File: config.mk
export PLATFORM = sky130hd
export DESIGN_NAME = seven_seg_scan
export DESIGN_NICKNAME = d
export VERILOG_FILES = /design/src/rtl/seven_seg_scan.sv
export SDC_FILE = /design/constraint.sdc
export NUM_CORES = 1
export LEC_CHECK = 0
export BUFFER_PORTS_ARGS = -buffer_cell sky130_fd_sc_hd__buf_2
export CORE_MARGIN = 4
export CORE_UTILIZATION = 35
export CTS_BUF_LIST = sky130_fd_sc_hd__clkbuf_8
export CTS_CLUSTER_SIZE = 40
export DETAILED_ROUTE_END_ITERATION = 8
export GPL_ROUTABILITY_DRIVEN = 0
export GPL_TIMING_DRIVEN = 0
export SYNTH_ARGS = -nofsm -noshare
export SYNTH_HDL_FRONTEND = slang
export SYNTH_SLANG_ARGS = --single-unit
File: constraint.sdc
create_clock -name clk -period 6.49 [get_ports clk]
set_input_delay 0.649 -clock clk [delete_from_list [all_inputs] [get_ports clk]]
set_output_delay 0.649 -clock clk [all_outputs]
set_load 0.02 [all_outputs]
File: src/rtl/seven_seg_scan.sv
// Time-multiplexed seven-segment driver: latches a hex word, scans one digit per
// refresh slot, and drives registered active-low segment, decimal-point and anode lines.
module seven_seg_scan #(
  parameter int NUM_DIGITS  = 4,
  parameter int REFRESH_DIV = 50000
) (
  input  logic                    clk,
  input  logic                    rst,
  input  logic [4*NUM_DIGITS-1:0] value_in,
  input  logic [NUM_DIGITS-1:0]   dp_in,
  input  logic                    load,
  input  logic                    blank_lz,
  input  logic                    en,
  output logic [6:0]              seg_out,
  output logic                    dp_out,
  output logic [NUM_DIGITS-1:0]   an_out
);

  localparam int CNT_W = (REFRESH_DIV > 1) ? $clog2(REFRESH_DIV) : 1;
  localparam int IDX_W = (NUM_DIGITS > 1) ? $clog2(NUM_DIGITS) : 1;

  logic [CNT_W-1:0]        presc_q, presc_d;
  logic [IDX_W-1:0]        idx_q, idx_d;
  logic [4*NUM_DIGITS-1:0] value_q, value_d;
  logic [NUM_DIGITS-1:0]   dp_q, dp_d;
  logic [6:0]              seg_q, seg_d;
  logic                    dpo_q, dpo_d;
  logic [NUM_DIGITS-1:0]   an_q, an_d;

  logic       tick;
  logic [3:0] nib;
  logic       dp_sel;
  logic       blank;
  logic       zero_run;

  function automatic logic [6:0] glyph(input logic [3:0] n);
    logic [6:0] g;
    case (n)
      4'h0: g = 7'b0000001;
      4'h1: g = 7'b1001111;
      4'h2: g = 7'b0010010;
      4'h3: g = 7'b0000110;
      4'h4: g = 7'b1001100;
      4'h5: g = 7'b0100100;
      4'h6: g = 7'b0100000;
      4'h7: g = 7'b0001111;
      4'h8: g = 7'b0000000;
      4'h9: g = 7'b0001100;
      4'hA: g = 7'b0001000;
      4'hB: g = 7'b1100000;
      4'hC: g = 7'b0110001;
      4'hD: g = 7'b1000010;
      4'hE: g = 7'b0110000;
      default: g = 7'b0111000;
    endcase
    return g;
  endfunction

  always_comb begin
    tick    = (presc_q == CNT_W'(REFRESH_DIV - 1));
    presc_d = tick ? '0 : presc_q + CNT_W'(1);
    idx_d   = idx_q;
    if (tick) begin
      idx_d = (idx_q == IDX_W'(NUM_DIGITS - 1)) ? '0 : idx_q + IDX_W'(1);
    end
    value_d = load ? value_in : value_q;
    dp_d    = load ? dp_in : dp_q;

    // Walk from the top digit down so zero_run says "this digit and all above are zero".
    nib      = 4'h0;
    dp_sel   = 1'b0;
    blank    = 1'b0;
    zero_run = 1'b1;
    an_d     = '1;
    for (int i = NUM_DIGITS - 1; i >= 0; i--) begin
      zero_run = zero_run && (value_q[4*i +: 4] == 4'h0);
      if (idx_q == IDX_W'(i)) begin
        nib    = value_q[4*i +: 4];
        dp_sel = dp_q[i];
        blank  = blank_lz && zero_run && (i != 0);
        an_d[i] = ~en;
      end
    end

    if (en) begin
      seg_d = blank ? 7'b1111111 : glyph(nib);
      dpo_d = ~dp_sel;
    end else begin
      seg_d = 7'b1111111;
      dpo_d = 1'b1;
    end
  end

  always_ff @(posedge clk) begin
    if (rst) begin
      presc_q <= '0;
      idx_q   <= '0;
      value_q <= '0;
      dp_q    <= '0;
      seg_q   <= 7'b1111111;
      dpo_q   <= 1'b1;
      an_q    <= '1;
    end else begin
      presc_q <= presc_d;
      idx_q   <= idx_d;
      value_q <= value_d;
      dp_q    <= dp_d;
      seg_q   <= seg_d;
      dpo_q   <= dpo_d;
      an_q    <= an_d;
    end
  end

  assign seg_out = seg_q;
  assign dp_out  = dpo_q;
  assign an_out  = an_q;

endmodule
== Yosys cells after proc, flatten, opt, wreduce, memory -nomap -nowiden ==
Memory sizes are Yosys's and may differ from the RTL's. A register that Yosys moved wholly into a read port is not among the register bits.
Cells that the tools add are included.
Word-level totals
  register bits: 43
  memory bits (read-only): 112
  output and inout bits: 12
  logic and storage cells: 51
  memories: 1
Memories
  (name not given): depth 16, bits a word 7, rd ports 1, clocked after memory_dff 1, write ports 0, RTL line 38  | case (n)
Cells by class
  add/sub/neg operators: 2
  equality and inequality tests: 4
  multiplexer cells: 13
  bitwise gates (word level): 6
  reduce and logical (&&, ||, !) cells: 16
Operator list (number)
  16-bit by 1-bit adder with 16-bit output (second input constant): 1
  16-bit == test (second input constant): 1
  4-bit 2-to-1 mux: 4
  4-bit zero test: 3
  2-bit OR reduction: 6
  1-bit 2-to-1 mux: 8
  1-bit inverter: 6
  1-bit logical AND: 5
  2-bit == test (second input constant): 2
  3-bit OR reduction: 1
  2-bit by 1-bit adder with 2-bit output (second input constant): 1
  2-bit by 1-bit == test with 1-bit output (second input constant): 1
  2-bit zero test: 1
  2-bit 2-to-1 mux: 1

== Longest topological paths before layout ==
Gate-level depths: netlist of run 1.
  depth in word-level cells: 7
  gate-level depth with buffers: 11
  gate-level depth less buffers: 10

== Least setup slack after synthesis of run 1 ==
OpenSTA, ideal clock, no wires.
  path kind: register to register
  from: register idx_q[0]
  to: register seg_q[3] (netlist: seg_out[3])
  library setup time: 0.059 ns
  arrival: 2.250 ns
  required time: 6.431 ns
  setup slack: 4.182 ns
  stages on the path, launching flop included: 11
  clock period less this slack: 2.308 ns
  cells stage by stage: dfxtp_1 > inv_1 > ha_1 > buf_2 > nand3b_1 > a221oi_1 > inv_1 > ha_1 > nand2_1 > a32o_1 > nand2_1
Between the ends
  longest elaborated chain between the ends: 6
  elaborated cells on any way between the ends: 13
Ends and longest elaborated chain
  from (decl): RTL line 23  | logic [IDX_W-1:0] idx_q, idx_d;
  from (signal assigned): RTL line 105  | idx_q <= idx_d;
  2-bit == test: RTL line 77  | if (idx_q == IDX_W'(i)) begin
  1-bit 2-to-1 mux (4 in series): RTL line 77
  3-bit OR reduction (no line)
  to (decl): RTL line 26  | logic [6:0] seg_q, seg_d;
Several ways; a longest one is shown, not always the timed one.
A chain may end at the register's enable or synchronous reset.

== Worst setup path after layout of run 1 ==
Ends and elaborated chain as after synthesis.

==> results of run 1 <==
critical path, delay by kind of cell, from the launching register on:
family                   cells  cell delay, ns
flip-flops                   1            0.42
AO/OA/AOI/OAI                3            0.95
AND/OR/NAND/NOR              2            0.11
buffers and inverters        2            0.63
adder cells (fa/ha/maj)      2            0.56
routing by layer:
| metal | share of wire [%] | vias to the layer above | GRT usage [%] |
|---|---|---|---|
| met5 | 0 | - | 0 |
| met3 | 5.0 | 7 | 3.23 |
| met4 | 1.5 | 0 | 4.53 |
| li1 | - | 935 | - |
| met1 | 50 | 825 | 17.0 |
| met2 | 44 | 32 | 20.0 |
flip-flops by register name (all words and copies together) (netlist names):
register  flops
presc_q      16
value_q      16
seg_out       7
an_out        4
dp_q          4
idx_q         2
dp_out        1
final timing paths:
check | slack [ns] | to | start | depth (start not counted)
worst max-delay path | 3.77 | seg_out[3]$_SDFF_PP1_ | idx_q[0]$_SDFFE_PP0P_ | 9
worst min-delay path | 0.47 | presc_q[0]$_SDFF_PP0_ | presc_q[0]$_SDFF_PP0_ | 1
worst min register to register | 0.47 | presc_q[0]$_SDFF_PP0_ | presc_q[0]$_SDFF_PP0_ | 1
worst max register to register | 3.77 | seg_out[3]$_SDFF_PP1_ | idx_q[0]$_SDFFE_PP0P_ | 9
final cells by class:
type	instances	area (um^2)	share of cell area (%)
buffer	11	57.6	2.16
clock buffer	5	68.8	2.58
clock inverter	3	37.5	1.41
inverter	9	33.8	1.27
multi-input combinational	177	1200	45.0
sequential	50	1000	37.6
tap	77	96.3	3.62
timing repair buffer	34	170	6.38
cells by family after synthesis:
group | count (synthesis)
AOI/OAI and AO/OA | 26
adders and majority gates | 11
buffers and inverters | 20
DFF | 50
muxes | 24
and+or+nand+nor | 102
xor gates and xnor gates | 14
cell usage in the layout, fill, tap and decap left out, drive strengths merged, types with 2 or more instances in the layout:
cell type	instances
nand2b	3
nor2b	4
and4	2
a31oi	2
mux2i	24
xor2	8
clkbuf	11
nor3b	3
o21ai	2
nor2	43
nand3	3
nand3b	5
buf	39
xnor2	6
o221ai	4
nor3	2
a311oi	2
ha	11
a21oi	8
nand4	6
inv	11
nand2	22
dfxtp	50
power by group:
part / switching, mW / internal, mW / total (mW)
logic: 0.0325 / 0.0260 / 0.0586
clock network: 0.0979 / 0.112 / 0.210
registers: 0.00740 / 0.319 / 0.326
through the flow:
step | instance area (um^2) | utilization, %
2_1_floorplan | 2290 | -
3_3_place_gp | 2560 | 40.3
3_5_place_dp | 2560 | 40.3
4_1_cts | 2670 | 42.0
5_1_grt | 2670 | 42.0
6_report | 2670 | 42.0
==> metrics.md, run 1 <==
| Metric | Value |
|---|---|
| Die width | 88.9 um |
| Clock Skew | 0.00735 ns |
| RSZ-0062 raised after global routing | false |
| DRT iter0 DRCs | 71 |
| Post-Syn Instances | 247 |
| Slowest stage delay, CP | 0.59 ns |
| Sink Count | 50 |
| Syn_nets | 283 |
| Layout Cells excl Fill | 366 |
| Routed wire per std cell | 12.9 um |
| First-pass GRT wire length | 7.95 mm |
| Pwr Density | 223 nW/um^2 |
| Cts bufs inserted | 5 |
| Remaining antenna violation count | 0 |
| Most frequent cell after synthesis | dfxtp_1 |
| Max-slew violations | 0 |
| Adder-cell share of the synthesized area | 6.00% |
| Worst-path clk slew | 0.09 ns |
| CP required | 6.74 ns |
| Post-DP HPWL | 3.54 mm |
| Maxcap violations | 0 |
| Placed Cells | 358 |
| Yosys reg bits | 50 |
| Commonest cells in the netlist | dfxtp_1, nor2_1, mux2i_1 |
| # diodes | 0 |
| Largest family of logic cells by synthesized area | simple AND/OR/NAND/NOR gates |
| Syn. warnings | 0 |
| FFs w/ async S/R, synth | 0% |
| Clk_lat worst skew | 0.30 ns |
| Setup ws final | 3.77 ns |
| Area grow syn2layout | 16.3% |
| CTS-repair resized insts | 0 |
| Port Buffers | 34 |
| TNS Setup | 0 ns |
| Overflow left after global routing | 0 |
| Seq/Total Area, Yosys | 43.7% |
| DRC | 0 |
| Fillers | 639 |
| CORE AREA | 6350 um^2 |
| Cells along the critical path | ha_1 > clkbuf_1 > a211oi_1 > a221oi_1 > inv_1 > ha_1 > nand2_1 > a32o_1 > nand2_1 |
| Initial antenna violation count | 0 |
| Share of layout cells above drive strength 1 | 18.0% |
| Crit path DAT | 2.97 ns |
| Hold Worst Slack | 0.470 ns |
| Total track usage | 12.8% |
| Critical path start-end classification | flip-flop to flip-flop |
| Crit path launch type | flip-flop |
| Synth Cell Area | 2290 um^2 |
| Vias | 1799 |
| DRT Wirelength | 4.72 mm |
| CTS tree | built |
| Worst Setup End Kind | flip-flop |
| Achievable Freq | 0.367 GHz |
| Area share of the largest cell type after synthesis | 43.7% |
| Post-synth EDFFs | 0 |
| Worst-Margin Slew | 0.788 ns |
| Place WS | 3.82 ns |
| LEAKAGE | 1.08 nW |
| Area contributors post-synth | dfxtp_1, mux2i_1, nor2_1 |
| Largest net degree at the start of global routing | 15 |
| Netlist cell types | 45 |
| IO Count | 37 |
| Die height | 88.9 um |
| Crit path max fanout | 10 |
| CTS root buf | clkbuf_8 |
| Syn Area/Cell | 9.28 um^2 |
| Via density | 4.92 |
| Multiplexer share of the synthesized area | 10.5% |
| Max stage delay cell, worst path | a221oi_1 |
| Max_slew headroom | 47.5% |
| Peak VDD IR | 0.0914 mV |
| Row cnt | 29 |
| Fin. Hold Viols | 0 |
| CTS Buffer Depth | 2 |
| Simple-gate share of the synthesized area | 22.4% |
| Initial Utilization | 36.1% |
| Tmin final | 2.72 ns |
| Hold-fix buffers, CTS | 0 |
| Tcrit/Tclk final | 42.0% |
| DRT Pass-1 Iters | 5 |
| Synth Flop Type | dfxtp_1 |
| Clock H-tree levels | 2 |
| Final net count | 324 |
| Post-synthesis compound-gate area fraction | 8.08% |
| Vias in the first global route | 1682 |
| Outcome | finished clean |
| Design Power | 595 uW |
| Synth Area in XOR/XNOR | 5.35% |
| Hold Path Class | flip-flop to flip-flop |
| Cell taking the most area after synthesis | dfxtp_1 |
| Post-CTS Setup Inserts | 0 |
| Die area | 7910 um^2 |
| Final Setup Violations | 0 |
(Power assumes the default switching activity.)
==> run 2, diff against run 1 <==
==> constraint.sdc (replaced) <==
create_clock -name clk -period 2.4 [get_ports clk]
set_input_delay 0.24 -clock clk [delete_from_list [all_inputs] [get_ports clk]]
set_output_delay 0.24 -clock clk [all_outputs]
set_load 0.02 [all_outputs]
==> run 2 against run 1 <==
Effect of this change:
- clock power rose to 2.7 times the previous value
- core utilization rose by 0.67 points
- global-route usage fell by 0.057 points
- via count fell by 0.33%
- combinational power rose to 2.8 times the previous value
- first-iteration DRC count rose by 14%
- final area rose by 1.6%
- hold slack got worse by 0.36 ns
- register-to-register slack got worse by 3.6 ns
- largest cell class unchanged
- largest power group unchanged
==> metrics.md, run 2 (synthesized netlist as in run 1, its figures left out) <==
| Metric | Value |
|---|---|
| Max stage delay cell, worst path | dfxtp_2 |
| Die width | 88.9 um (unchanged) |
| Critical path start-end classification | flip-flop to flip-flop |
| Hold Path Class | input port to flip-flop |
| Pwr Density | 595 nW/um^2 (+170%) |
| LEAKAGE | 1.09 nW (+1.0%) |
| Most frequent cells in the layout | dfxtp_1, nor2_1, buf_2 |
| IO Count | 37 (unchanged) |
| Sink Count | 50 (unchanged) |
| DRC | 0 (unchanged) |
| Vias in the first global route | 1669 (-0.77%) |
| Outcome | finished clean |
| Initial antenna violation count | 0 (unchanged) |
| First-pass GRT wire length | 7.90 mm (-0.60%) |
| Worst Setup EP | seg_out[3]$_SDFF_PP1_ |
| Cells along the critical path | inv_1 > ha_1 > buf_4 > nand3b_1 > a221oi_4 > inv_2 > ha_1 > nand2_1 > a32o_1 > nand2_1 |
| CTS root buf | clkbuf_8 |
| Worst Setup End Kind | flip-flop |
| CORE AREA | 6350 um^2 (unchanged) |
| Total track usage | 12.7% (-0.057 points) |
| Vias | 1793 (-0.33%) |
| R2R Path Start | idx_q[0]$_SDFFE_PP0P_ |
| Peak VDD IR | 0.234 mV (+160%) |
| CTS tree | built |
| R2R cell count | 10 (+1) |
| Remaining antenna violation count | 0 (unchanged) |
| Final instance area | 2710 um^2 (+1.6%) |
| Die height | 88.9 um (unchanged) |
| Worst-path clk slew | 0.09 ns (about the same) |
| Crit path max fanout | 10 (unchanged) |
| Clock H-tree levels | 2 (unchanged) |
| Clk_lat worst skew | 0.30 ns (about the same) |
| Cts bufs inserted | 5 (unchanged) |
| Routed wire per std cell | 12.8 um (-0.59%) |
| Largest net degree at the start of global routing | 15 (unchanged) |
| Post-DP Area | 2560 um^2 (unchanged) |
| Overflow left after global routing | 0 (unchanged) |
| # diodes | 0 (unchanged) |
| Share of layout cells above drive strength 1 | 20.3% (+2.4 points) |
| Crit path launch type | flip-flop |
| Tcrit/Tclk final | 92.8% (+51 points) |
| TNS Setup | 0 ns (unchanged) |
| Maxcap violations | 0 (unchanged) |
| Post-DP HPWL | 3.54 mm (unchanged) |
| Crit path DAT | 2.47 ns (-0.50 ns) |
| RR Endpoint | seg_out[3]$_SDFF_PP1_ |
| FF-to-FF setup slack | 0.17 ns (-3.59 ns) |
| DRT iter0 DRCs | 81 (+14%) |
| Leading cell type in the layout, fill and taps excluded | dfxtp_1 |
| Fin. Hold Viols | 0 (unchanged) |
| Row cnt | 29 (unchanged) |
| Port Buffers | 34 (unchanged) |
| Initial Utilization | 36.1% (unchanged) |
| Via density | 4.89 (-0.61%) |
| Die area | 7910 um^2 (unchanged) |
| Clock Skew | 0.00551 ns (-0.00184 ns) |
| Max_slew headroom | 46.7% (-0.78 points) |
| Area grow syn2layout | 18.1% |
| Worst Setup SP | idx_q[0]$_SDFFE_PP0P_ |
| CTS Buffer Depth | 2 (unchanged) |
| DRT Pass-1 Iters | 4 (-1) |
| Final Setup Violations | 0 (unchanged) |
| DRT Wirelength | 4.70 mm (-0.32%) |
| Max-slew violations | 0 (unchanged) |
| Slowest stage delay, CP | 0.38 ns (-0.21 ns) |
| Achievable Freq | 0.449 GHz (+22%) |
| Final net count | 325 (+0.31%) |
| Tmin final | 2.23 ns (-0.497 ns) |
| Worst-Margin Slew | 0.799 ns (+0.0117 ns) |
| CP required | 2.65 ns (-4.09 ns) |
## run 2: what timing repair did
| item | in CTS | in global routing |
|---|---|---|
| hold endpoints to repair | 0 | 0 |
| hold buffers | 0 | 0 |
| pin swaps | 0 | 1 |
| gates resized for setup | 4 | 6 |
| endpoints found under the setup margin | 7 | 6 |
| setup buffers | 0 | 1 |
## run 2: layout make-up
type / instances / area [um^2]
tap: 77 / 96.3
inverter: 9 / 33.8
timing repair buffer: 35 / 178
sequential: 50 / 1000
buffer: 11 / 61.3
clock buffer: 5 / 68.8
fill: 633 / 3640
clock inverter: 3 / 37.5
multi-input combinational: 177 / 1230
## run 2: how the worst min path moves through the flow
stage                              endpoint         from  cells past startpoint  slack (ns)
floorplan           value_q[1]$_SDFFE_PP0P_  value_in[1]                      2        0.39
global placement      idx_q[0]$_SDFFE_PP0P_          rst                      2        0.43
detailed placement    idx_q[0]$_SDFFE_PP0P_          rst                      2        0.44
CTS                   idx_q[0]$_SDFFE_PP0P_          rst                      2        0.10
global route          idx_q[0]$_SDFFE_PP0P_          rst                      2        0.09
finish                idx_q[0]$_SDFFE_PP0P_          rst                      2        0.11
## run 2: power breakdown
| part | internal (mW) | switching (mW) |
|---|---|---|
| clock network | 0.304 | 0.263 |
| registers | 0.862 | 0.0201 |
| logic | 0.0738 | 0.0892 |
| total | 1.24 | 0.372 |
## run 2: worst max-delay path: cells and delay by family (launching register included)
family	cells	cell delay (ns)
buf+inv	3	0.36
compound gates	2	0.59
fa+ha+maj	2	0.52
flops	1	0.38
simple gates	3	0.31
## run 2: per-layer routing
layer | global-route usage (%) | up-vias | routed length (um)
met5 | 0 | - | 0
met4 | 4.53 | 0 | 54
met3 | 3.23 | 7 | 273
met2 | 19.8 | 37 | 2040
met1 | 17.0 | 809 | 2330
li1 | - | 940 | -
## run 2: metrics by stage
stage	hold WS [ns]	cells	setup slack [ns]	power, mW	util (%)
after CTS	0.102	366	0.0572	1.64	42.3
after global routing	0.0933	367	-0.000419	1.70	42.6
after detailed placement	0.436	358	-0.265	1.06	40.3
after floorplan	0.387	247	0.0916	1.01	-
after global placement	0.432	358	-0.238	1.06	40.3
final	0.107	367	0.173	1.61	42.6
